==> src/rtl/bram_arb_pkg.sv <==
// Shared types and constants for the block-RAM round-robin arbiter.
// BRAM_ARB_OUTREG_EN selects the 2-cycle read latency variant.
package bram_arb_pkg;

   localparam int unsigned ADDR_W_DEF = 8;
   localparam int unsigned DATA_W_DEF = 16;
   localparam int unsigned MAX_REQ    = 4;

   typedef struct packed {
      logic                  we;
      logic [ADDR_W_DEF-1:0] addr;
      logic [DATA_W_DEF-1:0] wdata;
      logic [DATA_W_DEF-1:0] mask;
   } req_t;

   // One-hot read tag, sized for the largest supported requester count
   typedef logic [MAX_REQ-1:0] tag_t;

   localparam logic [DATA_W_DEF-1:0] MASK_NONE = '1;

`ifdef BRAM_ARB_OUTREG_EN
   localparam int unsigned RD_LATENCY = 2;
`else
   localparam int unsigned RD_LATENCY = 1;
`endif

endpackage

==> src/rtl/bram_rr_arbiter_if.sv <==
// Client-side request/response bundle for the block-RAM arbiter.
// master = requesters, slave = arbiter.
interface bram_rr_arbiter_if
   import bram_arb_pkg::*;
#(
   parameter int unsigned NUM_REQ = 2,
   parameter int unsigned ADDR_W  = ADDR_W_DEF,
   parameter int unsigned DATA_W  = DATA_W_DEF
);

   logic [NUM_REQ-1:0]        req_valid;
   logic [NUM_REQ-1:0]        req_ready;
   logic [NUM_REQ-1:0]        req_we;
   logic [NUM_REQ*ADDR_W-1:0] req_addr;
   logic [NUM_REQ*DATA_W-1:0] req_wdata;
   logic [NUM_REQ*DATA_W-1:0] req_mask;
   logic [NUM_REQ-1:0]        rsp_valid;
   logic [DATA_W-1:0]         rsp_rdata;

   modport master (
      output req_valid, req_we, req_addr, req_wdata, req_mask,
      input  req_ready, rsp_valid, rsp_rdata
   );

   modport slave (
      input  req_valid, req_we, req_addr, req_wdata, req_mask,
      output req_ready, rsp_valid, rsp_rdata
   );

endinterface

==> src/rtl/bram_arb_rr_pick.sv <==
// Combinational round-robin picker: first valid requester at or after ptr,
// ascending with wrap-around.
module bram_arb_rr_pick #(
   parameter int unsigned NUM_REQ = 2,
   parameter int unsigned PTR_W   = 1
) (
   input  logic [NUM_REQ-1:0] valid,
   input  logic [PTR_W-1:0]   ptr,
   output logic [NUM_REQ-1:0] grant,
   output logic [PTR_W-1:0]   idx
);

   int unsigned cand;
   logic        found;

   always_comb begin
      grant = '0;
      idx   = '0;
      found = 1'b0;
      cand  = 0;
      for (int unsigned i = 0; i < NUM_REQ; i++) begin
         cand = (32'(ptr) + i) % NUM_REQ;
         if (!found && valid[PTR_W'(cand)]) begin
            found                = 1'b1;
            grant[PTR_W'(cand)]  = 1'b1;
            idx                  = PTR_W'(cand);
         end
      end
   end

endmodule

==> src/rtl/bram_rr_arbiter.sv <==
// Round-robin arbiter sharing one 256x16 block RAM between NUM_REQ clients;
// reads are tagged and routed back. BRAM_ARB_OUTREG_EN adds an output stage.
module bram_rr_arbiter
   import bram_arb_pkg::*;
#(
   parameter int unsigned NUM_REQ = 2,
   parameter int unsigned ADDR_W  = ADDR_W_DEF,
   parameter int unsigned DATA_W  = DATA_W_DEF
) (
   input  logic               clk,
   input  logic               rst,
   bram_rr_arbiter_if.slave   bus,
   output logic               ram_we,
   output logic               ram_re,
   output logic               ram_wclke,
   output logic               ram_rclke,
   output logic [ADDR_W-1:0]  ram_waddr,
   output logic [ADDR_W-1:0]  ram_raddr,
   output logic [DATA_W-1:0]  ram_wdata,
   output logic [DATA_W-1:0]  ram_mask,
   input  logic [DATA_W-1:0]  ram_rdata
);

   localparam int unsigned PTR_W = (NUM_REQ > 1) ? $clog2(NUM_REQ) : 1;

   logic [PTR_W-1:0]   ptr_q;
   logic [PTR_W-1:0]   ptr_d;
   logic [PTR_W-1:0]   idx;
   logic [NUM_REQ-1:0] grant;
   logic [NUM_REQ-1:0] tag_q;
   logic               any_acc;
   req_t               req_a [NUM_REQ];
   req_t               sel;

   // Split the flat client buses into one request record per requester
   for (genvar g = 0; g < NUM_REQ; g++) begin : g_unpack
      assign req_a[g] = '{we:    bus.req_we[g],
                          addr:  bus.req_addr[g*ADDR_W +: ADDR_W],
                          wdata: bus.req_wdata[g*DATA_W +: DATA_W],
                          mask:  bus.req_mask[g*DATA_W +: DATA_W]};
   end

   bram_arb_rr_pick #(
      .NUM_REQ (NUM_REQ),
      .PTR_W   (PTR_W)
   ) u_pick (
      .valid (bus.req_valid),
      .ptr   (ptr_q),
      .grant (grant),
      .idx   (idx)
   );

   // Nothing is accepted while reset is held
   assign any_acc       = (|grant) && !rst;
   assign bus.req_ready = rst ? '0 : grant;
   assign sel           = req_a[idx];

   always_comb begin
      ram_we    = 1'b0;
      ram_wclke = 1'b0;
      ram_re    = 1'b0;
      ram_rclke = 1'b0;
      ram_waddr = '0;
      ram_raddr = '0;
      ram_wdata = '0;
      ram_mask  = MASK_NONE;
      if (any_acc) begin
         if (sel.we) begin
            ram_we    = 1'b1;
            ram_wclke = 1'b1;
            ram_waddr = sel.addr;
            ram_wdata = sel.wdata;
            ram_mask  = sel.mask;
         end else begin
            ram_re    = 1'b1;
            ram_rclke = 1'b1;
            ram_raddr = sel.addr;
         end
      end
   end

   always_comb begin
      ptr_d = ptr_q;
      if (any_acc) begin
         ptr_d = (idx == PTR_W'(NUM_REQ - 1)) ? '0 : idx + 1'b1;
      end
   end

   always_ff @(posedge clk) begin
      if (rst) begin
         ptr_q <= '0;
         tag_q <= '0;
      end else begin
         ptr_q <= ptr_d;
         tag_q <= (any_acc && !sel.we) ? grant : '0;
      end
   end

`ifdef BRAM_ARB_OUTREG_EN
   logic [NUM_REQ-1:0] vld2_q;
   logic [DATA_W-1:0]  rdata2_q;

   // Extra stage re-times the RAM data and its tag together
   always_ff @(posedge clk) begin
      if (rst) begin
         vld2_q   <= '0;
         rdata2_q <= '0;
      end else begin
         vld2_q   <= tag_q;
         rdata2_q <= ram_rdata;
      end
   end

   assign bus.rsp_valid = rst ? '0 : vld2_q;
   assign bus.rsp_rdata = rdata2_q;
`else
   assign bus.rsp_valid = rst ? '0 : tag_q;
   assign bus.rsp_rdata = ram_rdata;
`endif

endmodule
==> src/flat_wrapper.sv <==
// flat-port wrapper written by rule: the top's interface ports become plain ports
module bram_rr_arbiter_flat import bram_arb_pkg::*;
#(
   parameter int unsigned NUM_REQ = 2,
   parameter int unsigned ADDR_W  = ADDR_W_DEF,
   parameter int unsigned DATA_W  = DATA_W_DEF
)
  (clk, rst, ram_we, ram_re, ram_wclke, ram_rclke, ram_waddr, ram_raddr, ram_wdata, ram_mask, ram_rdata, bus_req_valid, bus_req_we, bus_req_addr, bus_req_wdata, bus_req_mask, bus_req_ready, bus_rsp_valid, bus_rsp_rdata);
  bram_rr_arbiter_if #(.NUM_REQ(NUM_REQ), .ADDR_W(ADDR_W), .DATA_W(DATA_W)) bus_i ();
  input  logic clk;
  input  logic rst;
  output logic ram_we;
  output logic ram_re;
  output logic ram_wclke;
  output logic ram_rclke;
  output logic [ADDR_W-1:0] ram_waddr;
  output logic [ADDR_W-1:0] ram_raddr;
  output logic [DATA_W-1:0] ram_wdata;
  output logic [DATA_W-1:0] ram_mask;
  input  logic [DATA_W-1:0] ram_rdata;
  input wire logic [$bits(bus_i.req_valid)-1:0] bus_req_valid;
  input wire logic [$bits(bus_i.req_we)-1:0] bus_req_we;
  input wire logic [$bits(bus_i.req_addr)-1:0] bus_req_addr;
  input wire logic [$bits(bus_i.req_wdata)-1:0] bus_req_wdata;
  input wire logic [$bits(bus_i.req_mask)-1:0] bus_req_mask;
  output wire logic [$bits(bus_i.req_ready)-1:0] bus_req_ready;
  output wire logic [$bits(bus_i.rsp_valid)-1:0] bus_rsp_valid;
  output wire logic [$bits(bus_i.rsp_rdata)-1:0] bus_rsp_rdata;
  assign bus_i.req_valid = bus_req_valid;
  assign bus_i.req_we = bus_req_we;
  assign bus_i.req_addr = bus_req_addr;
  assign bus_i.req_wdata = bus_req_wdata;
  assign bus_i.req_mask = bus_req_mask;
  assign bus_req_ready = bus_i.req_ready;
  assign bus_rsp_valid = bus_i.rsp_valid;
  assign bus_rsp_rdata = bus_i.rsp_rdata;
  bram_rr_arbiter #(.NUM_REQ(NUM_REQ), .ADDR_W(ADDR_W), .DATA_W(DATA_W)) u_core (.clk(clk), .rst(rst), .bus(bus_i), .ram_we(ram_we), .ram_re(ram_re), .ram_wclke(ram_wclke), .ram_rclke(ram_rclke), .ram_waddr(ram_waddr), .ram_raddr(ram_raddr), .ram_wdata(ram_wdata), .ram_mask(ram_mask), .ram_rdata(ram_rdata));
endmodule
==> config.mk <==
export PLATFORM = sky130hd
export DESIGN_NAME = bram_rr_arbiter_flat
export DESIGN_NICKNAME = d
export VERILOG_FILES = /design/src/rtl/bram_arb_pkg.sv /design/src/rtl/bram_rr_arbiter_if.sv /design/src/rtl/bram_arb_rr_pick.sv /design/src/rtl/bram_rr_arbiter.sv /design/src/flat_wrapper.sv
export SDC_FILE = /design/constraint.sdc
export NUM_CORES = 1
export LEC_CHECK = 0
export CORE_ASPECT_RATIO = 0.5
export CORE_MARGIN = 2
export CORE_UTILIZATION = 26
export DETAILED_ROUTE_END_ITERATION = 12
export PLACE_DENSITY = 0.87
export SETUP_SLACK_MARGIN = 0.3
export SYNTH_ARGS = -nofsm -noshare
export SYNTH_HDL_FRONTEND = slang
export SYNTH_SLANG_ARGS = --single-unit
==> constraint.sdc <==
create_clock -name clk -period 4.2 [get_ports clk]
set_clock_uncertainty 0.15 [all_clocks]
set_input_delay 0.63 -clock clk [delete_from_list [all_inputs] [get_ports clk]]
set_output_delay 0.63 -clock clk [all_outputs]
set_load 0.005 [all_outputs]
Word level (Yosys, flattened, before mapping)
Cells that the tools add are included.

Add/subtract/negate cells: 2. Order comparisons: 5. Multiplexer cells: 31. Bitwise logic cells: 3. Reductions and logical operators: 10.

Operators with widths (count): 41-bit 2-to-1 mux (3); 16-bit 2-to-1 mux (4); 8-bit 2-to-1 mux (4); 1-bit 2-to-1 mux (14); 2-bit 2-to-1 mux (4); 1-bit logical AND (5); 1-bit by 2-bit less-than comparator with 1-bit output (second input constant) (2); 2-bit OR reduction (2); 1-bit logical NOT (3); 1-bit adder (second input constant) (2); 1-bit demux with 1-bit select (2); 1-bit >= comparator (second input constant) (2); 2-bit >= comparator (second input constant) (1); 1-bit inverter with 2-bit output (1); 2-bit bitwise OR (1); 1-bit inverter (1).

Register bits: 3. Input port bits: 102.

Logic depth before layout (Yosys ltp)
Word-level depth: 14. Gate-level depth with buffers: 6.

Modules after synthesis
Synthesis repeated with hierarchy kept, for this count alone.

Cells, all modules: 142. Area total of the unflattened synthesis: 1092.3 µm².

Modules (own cells, without submodules): bram_rr_arbiter (times used 1, cells an instance 138, area an instance 1062.3 µm², seq. area each 60.1 µm²); bram_arb_rr_pick (times used 1, cells an instance 4, area an instance 30.0 µm², seq. area each 0.0 µm²).

Worst setup path before layout
Ideal clock, no wire load.

Kind: input port to output port. Start point: input bus_req_valid[1]. End point: output ram_re. Arrival: 1.700 ns. Path slack: 1.720 ns. Stages: 6. Path buffers: 3. Path through: buf_4 inv_2 or4_1 buf_6 nand2_1 buf_4.

Word-level cells in the longest chain between the ends: 12. Elaborated cells between the ends (all ways): 20. Classes of those cells: mux: 14; bitwise: 2; reduce/logical: 4.

RTL lines: from (decl) (line flat_wrapper.sv:21) `input wire logic [$bits(bus_i.req_valid)-1:0] bus_req_valid;`; 1-bit 2-to-1 mux (implied by the code) (2 in a row) (line bram_arb_rr_pick.sv:23) `if (!found && valid[PTR_W'(cand)]) begin`; 1-bit 2-to-1 mux (line bram_arb_rr_pick.sv:23); 1-bit logical NOT (line bram_arb_rr_pick.sv:23); 1-bit logical AND (line bram_arb_rr_pick.sv:23); 1-bit 2-to-1 mux (line bram_arb_rr_pick.sv:23); 1-bit inverter with 2-bit output (implied by the code) (line bram_rr_arbiter.sv:56) `assign sel = req_a[idx];`; 41-bit 2-to-1 mux (implied by the code) (3 in a row) (line bram_rr_arbiter.sv:56); 1-bit 2-to-1 mux; 1-bit 2-to-1 mux (*); to (decl) (line flat_wrapper.sv:13) `output logic ram_re;`.

Mark *: on every way between the ends. The rest lies on a longest branch, timed or not. The select of a mux whose other input is x is not followed.

Final worst setup path
Start point: input bus_req_valid[1]. End point: output ram_raddr[4].

Word-level cells in the longest chain between the ends: 12. Elaborated cells between the ends (all ways): 20. Classes of those cells: mux: 14; bitwise: 2; reduce/logical: 4.

RTL lines: 1-bit 2-to-1 mux (implied by the code) (2 in a row) (line bram_arb_rr_pick.sv:23); 1-bit 2-to-1 mux (line bram_arb_rr_pick.sv:23); 1-bit logical NOT (line bram_arb_rr_pick.sv:23); 1-bit logical AND (line bram_arb_rr_pick.sv:23); 1-bit 2-to-1 mux (line bram_arb_rr_pick.sv:23); 1-bit inverter with 2-bit output (implied by the code) (line bram_rr_arbiter.sv:56); 41-bit 2-to-1 mux (implied by the code) (3 in a row) (line bram_rr_arbiter.sv:56); 8-bit 2-to-1 mux (line bram_rr_arbiter.sv:68) `if (sel.we) begin`; 8-bit 2-to-1 mux (*) (line bram_rr_arbiter.sv:67) `if (any_acc) begin`; to (decl) (line flat_wrapper.sv:17) `output logic [ADDR_W-1:0] ram_raddr;`.

Marked as above.

==> run metrics <==
most area-consuming cells after synthesis=nand3_1 (16%), o21ai_0 (16%), a211oi_1 (15%); full die area=5310 µm²; Final Instance Count excl. Fillers=360; unrepaired setup endpoints after global routing=false; largest family of logic cells by synthesized area=compound AO/OA/AOI/OAI gates; drt pass-1 iters=4; Placed Cells=356; first-pass GRT wire length=9300 µm; nets=406; Yosys cell types=25; Filler cells=390; Placer Congestion=0.895; Worst-Margin Slew=0.808 ns; f_max=266 MHz; area share of the largest cell type after synthesis=0.163; remaining global-route overflow=0; Max-slew headroom=0.461; minimum clock period=3.77 ns; diode count=0; GRT Resource Usage Total=0.221; DRT iter0 DRCs=131; CTS Buf Count=3; Port Buf Inserts=141; mux contribution to synthesized area=0; Register Area=60.1 µm²; via count=2,011; CP Capture Type=output port; later-pin clock latency in the skew report=0.22 ns; Synth Area in XOR/XNOR=0; sequential share of the synthesized area=0.0490; CP arrival=2.99 ns; CTS max path bufs=2; pwr/cell area=142 nW/µm²; Ports=174; Syn. warnings=0; share of layout cells above drive strength 1=0.0759; Adder-Cell Fraction of Synth Area=0; Fin. Hold Viols=0; Pleak=0.842 nW; Setup Fix Bufs, Post-CTS=0; Required @ worst endpoint=3.42 ns; WL final=about 6300 µm; vias per cell=5.59; Cells after Synth=~200; # DRC=0; largest net degree at the start of global routing=42; multi-input logic area=906 µm²; cell area after synthesis=1230 µm²; Root Buffer=clkbuf_8; std cell rows=17; Die X-Extent=just over 100 µm; CTS H-Tree Depth=1; Peak VDD IR=a little over 0.08 mV; vias in the first global route=1,746; DP Wirelength=~4700 µm; Crit Path Class=primary input to output port; initial antenna violation count=0; Yosys reg bits=3; post-cts resize count=0; reported max-cap violation count=0; Synthesized Nets=298; worst-path fanout max=10; post-synth top area cell=nand3_1; core area=4470 µm²; TNS Setup=0 ns; CTS Hold Buffers Added=0; Synth Area in Compound Gates=0.434; final count of pins violating max slew=0; Setup-failing EPs final=0; run status=finished, final reports clean; synth-to-layout area growth=109%; clock sinks=3; CTS tree=done; Initial Util=0.275; final period utilization=0.896; Synth Area in Simple Gates=0.295; ANT nets after route=0; Avg Cell Area, Syn=6.26 µm²; worst hold path type=flop to flop; Die H=52.6 µm; CP Launch Type=primary input; clock slew at reported path FFs=0.04 ns; Routed WL per cell=17.5 µm
[flip-flops by register name, summed over array words and instances, names as in the netlist]
signal and flops:
u_core.ptr_q 1, u_core.tag_q 2
[through the flow]
step | power, mW | hold WS (ns) | cell area, µm² | setup slack, ns | util
floorplan | 0.139 | 0.361 | 1230 | 1.72 | -
global placement | 0.268 | 0.384 | 2500 | 0.475 | 0.561
detailed placement | 0.272 | 0.417 | 2500 | 0.392 | 0.561
CTS | 0.362 | 0.422 | 2550 | 0.391 | 0.571
global route | 0.387 | 0.442 | 2560 | 0.376 | 0.573
finish | 0.365 | 0.424 | 2560 | 0.435 | 0.573
[layout by cell type (no fill, tap or decap), drive strengths merged, types with 3 or more instances in the layout]
master           n
dfxtp            3
clkbuf           4
inv              4
nand4           16
nor2             3
clkdlybuf4s50  141
o21ai           40
a211oi          25
nor2b            3
buf              7
nand3           40
a22oi            8
[kinds of logic (layout without fill, tap and decap cells)]
logic type,count (synthesis),count (layout)
compound gates,77,77
buf+inv,49,156
flops,3,3
simple gates,67,67
[path summary, 6_finish.rpt]
kind	startpoint	end	slack, ns	cells past startpoint
worst max-delay path	bus_req_valid[1]	ram_raddr[4]	0.43	5
worst min-delay path	u_core.ptr_q	u_core.ptr_q	0.42	2
worst max register to register	u_core.ptr_q	u_core.tag_q[1]	2.61	3
worst min register to register	u_core.ptr_q	u_core.ptr_q	0.42	2
[where the power goes]
group | total [mW] | switching [mW] | internal, mW
Clock | 0.0871 | 0.0221 | 0.0650
Combinational | 0.246 | 0.104 | 0.142
Sequential | 0.0316 | 0.00142 | 0.0302
Total | 0.365 | 0.128 | 0.237
[metal layers]
metal / global-route usage / share of wire / wire length, µm / vias to the layer above
met5: 0 / 0 / 0 / -
met4: 0.0586 / 0.010 / 63 / 0
met3: 0.0573 / 0.044 / 275 / 12
met2: 0.382 / 0.53 / 3330 / 72
met1: 0.275 / 0.42 / 2650 / 980
li1: - / - / - / 947
[Yosys cell counts]
library cell / n
nand3_1: 40
o21ai_0: 39
a211oi_1: 25
buf_4: 19
clkbuf_1: 17
nand4_1: 16
a22oi_2: 8
buf_2: 8
dfxtp_1: 3
nor2_1: 3
inv_1: 2
inv_2: 2
nor2b_1: 2
a21bo_1: 1
a21boi_1: 1
a32o_1: 1
a32oi_2: 1
buf_6: 1
nand2_1: 1
nand2b_1: 1
nor2b_2: 1
nor3_1: 1
o21ai_1: 1
or3_1: 1
or4_1: 1
[worst max-delay path: stages]
cell and delay, ns:
clkdlybuf4s50_1 0.67, inv_2 0.06, or4_1 0.81, a22oi_2 0.26, clkdlybuf4s50_1 0.55
[area by class of cell]
type,count,area share
repair buffers,148,0.572
multi-input cells,144,0.354
flip-flops and latches,3,0.0234
inverters,4,0.00586
clock buffers,4,0.0176
well taps,57,0.0278
No activity file was read; power rests on OpenSTA's default activity.
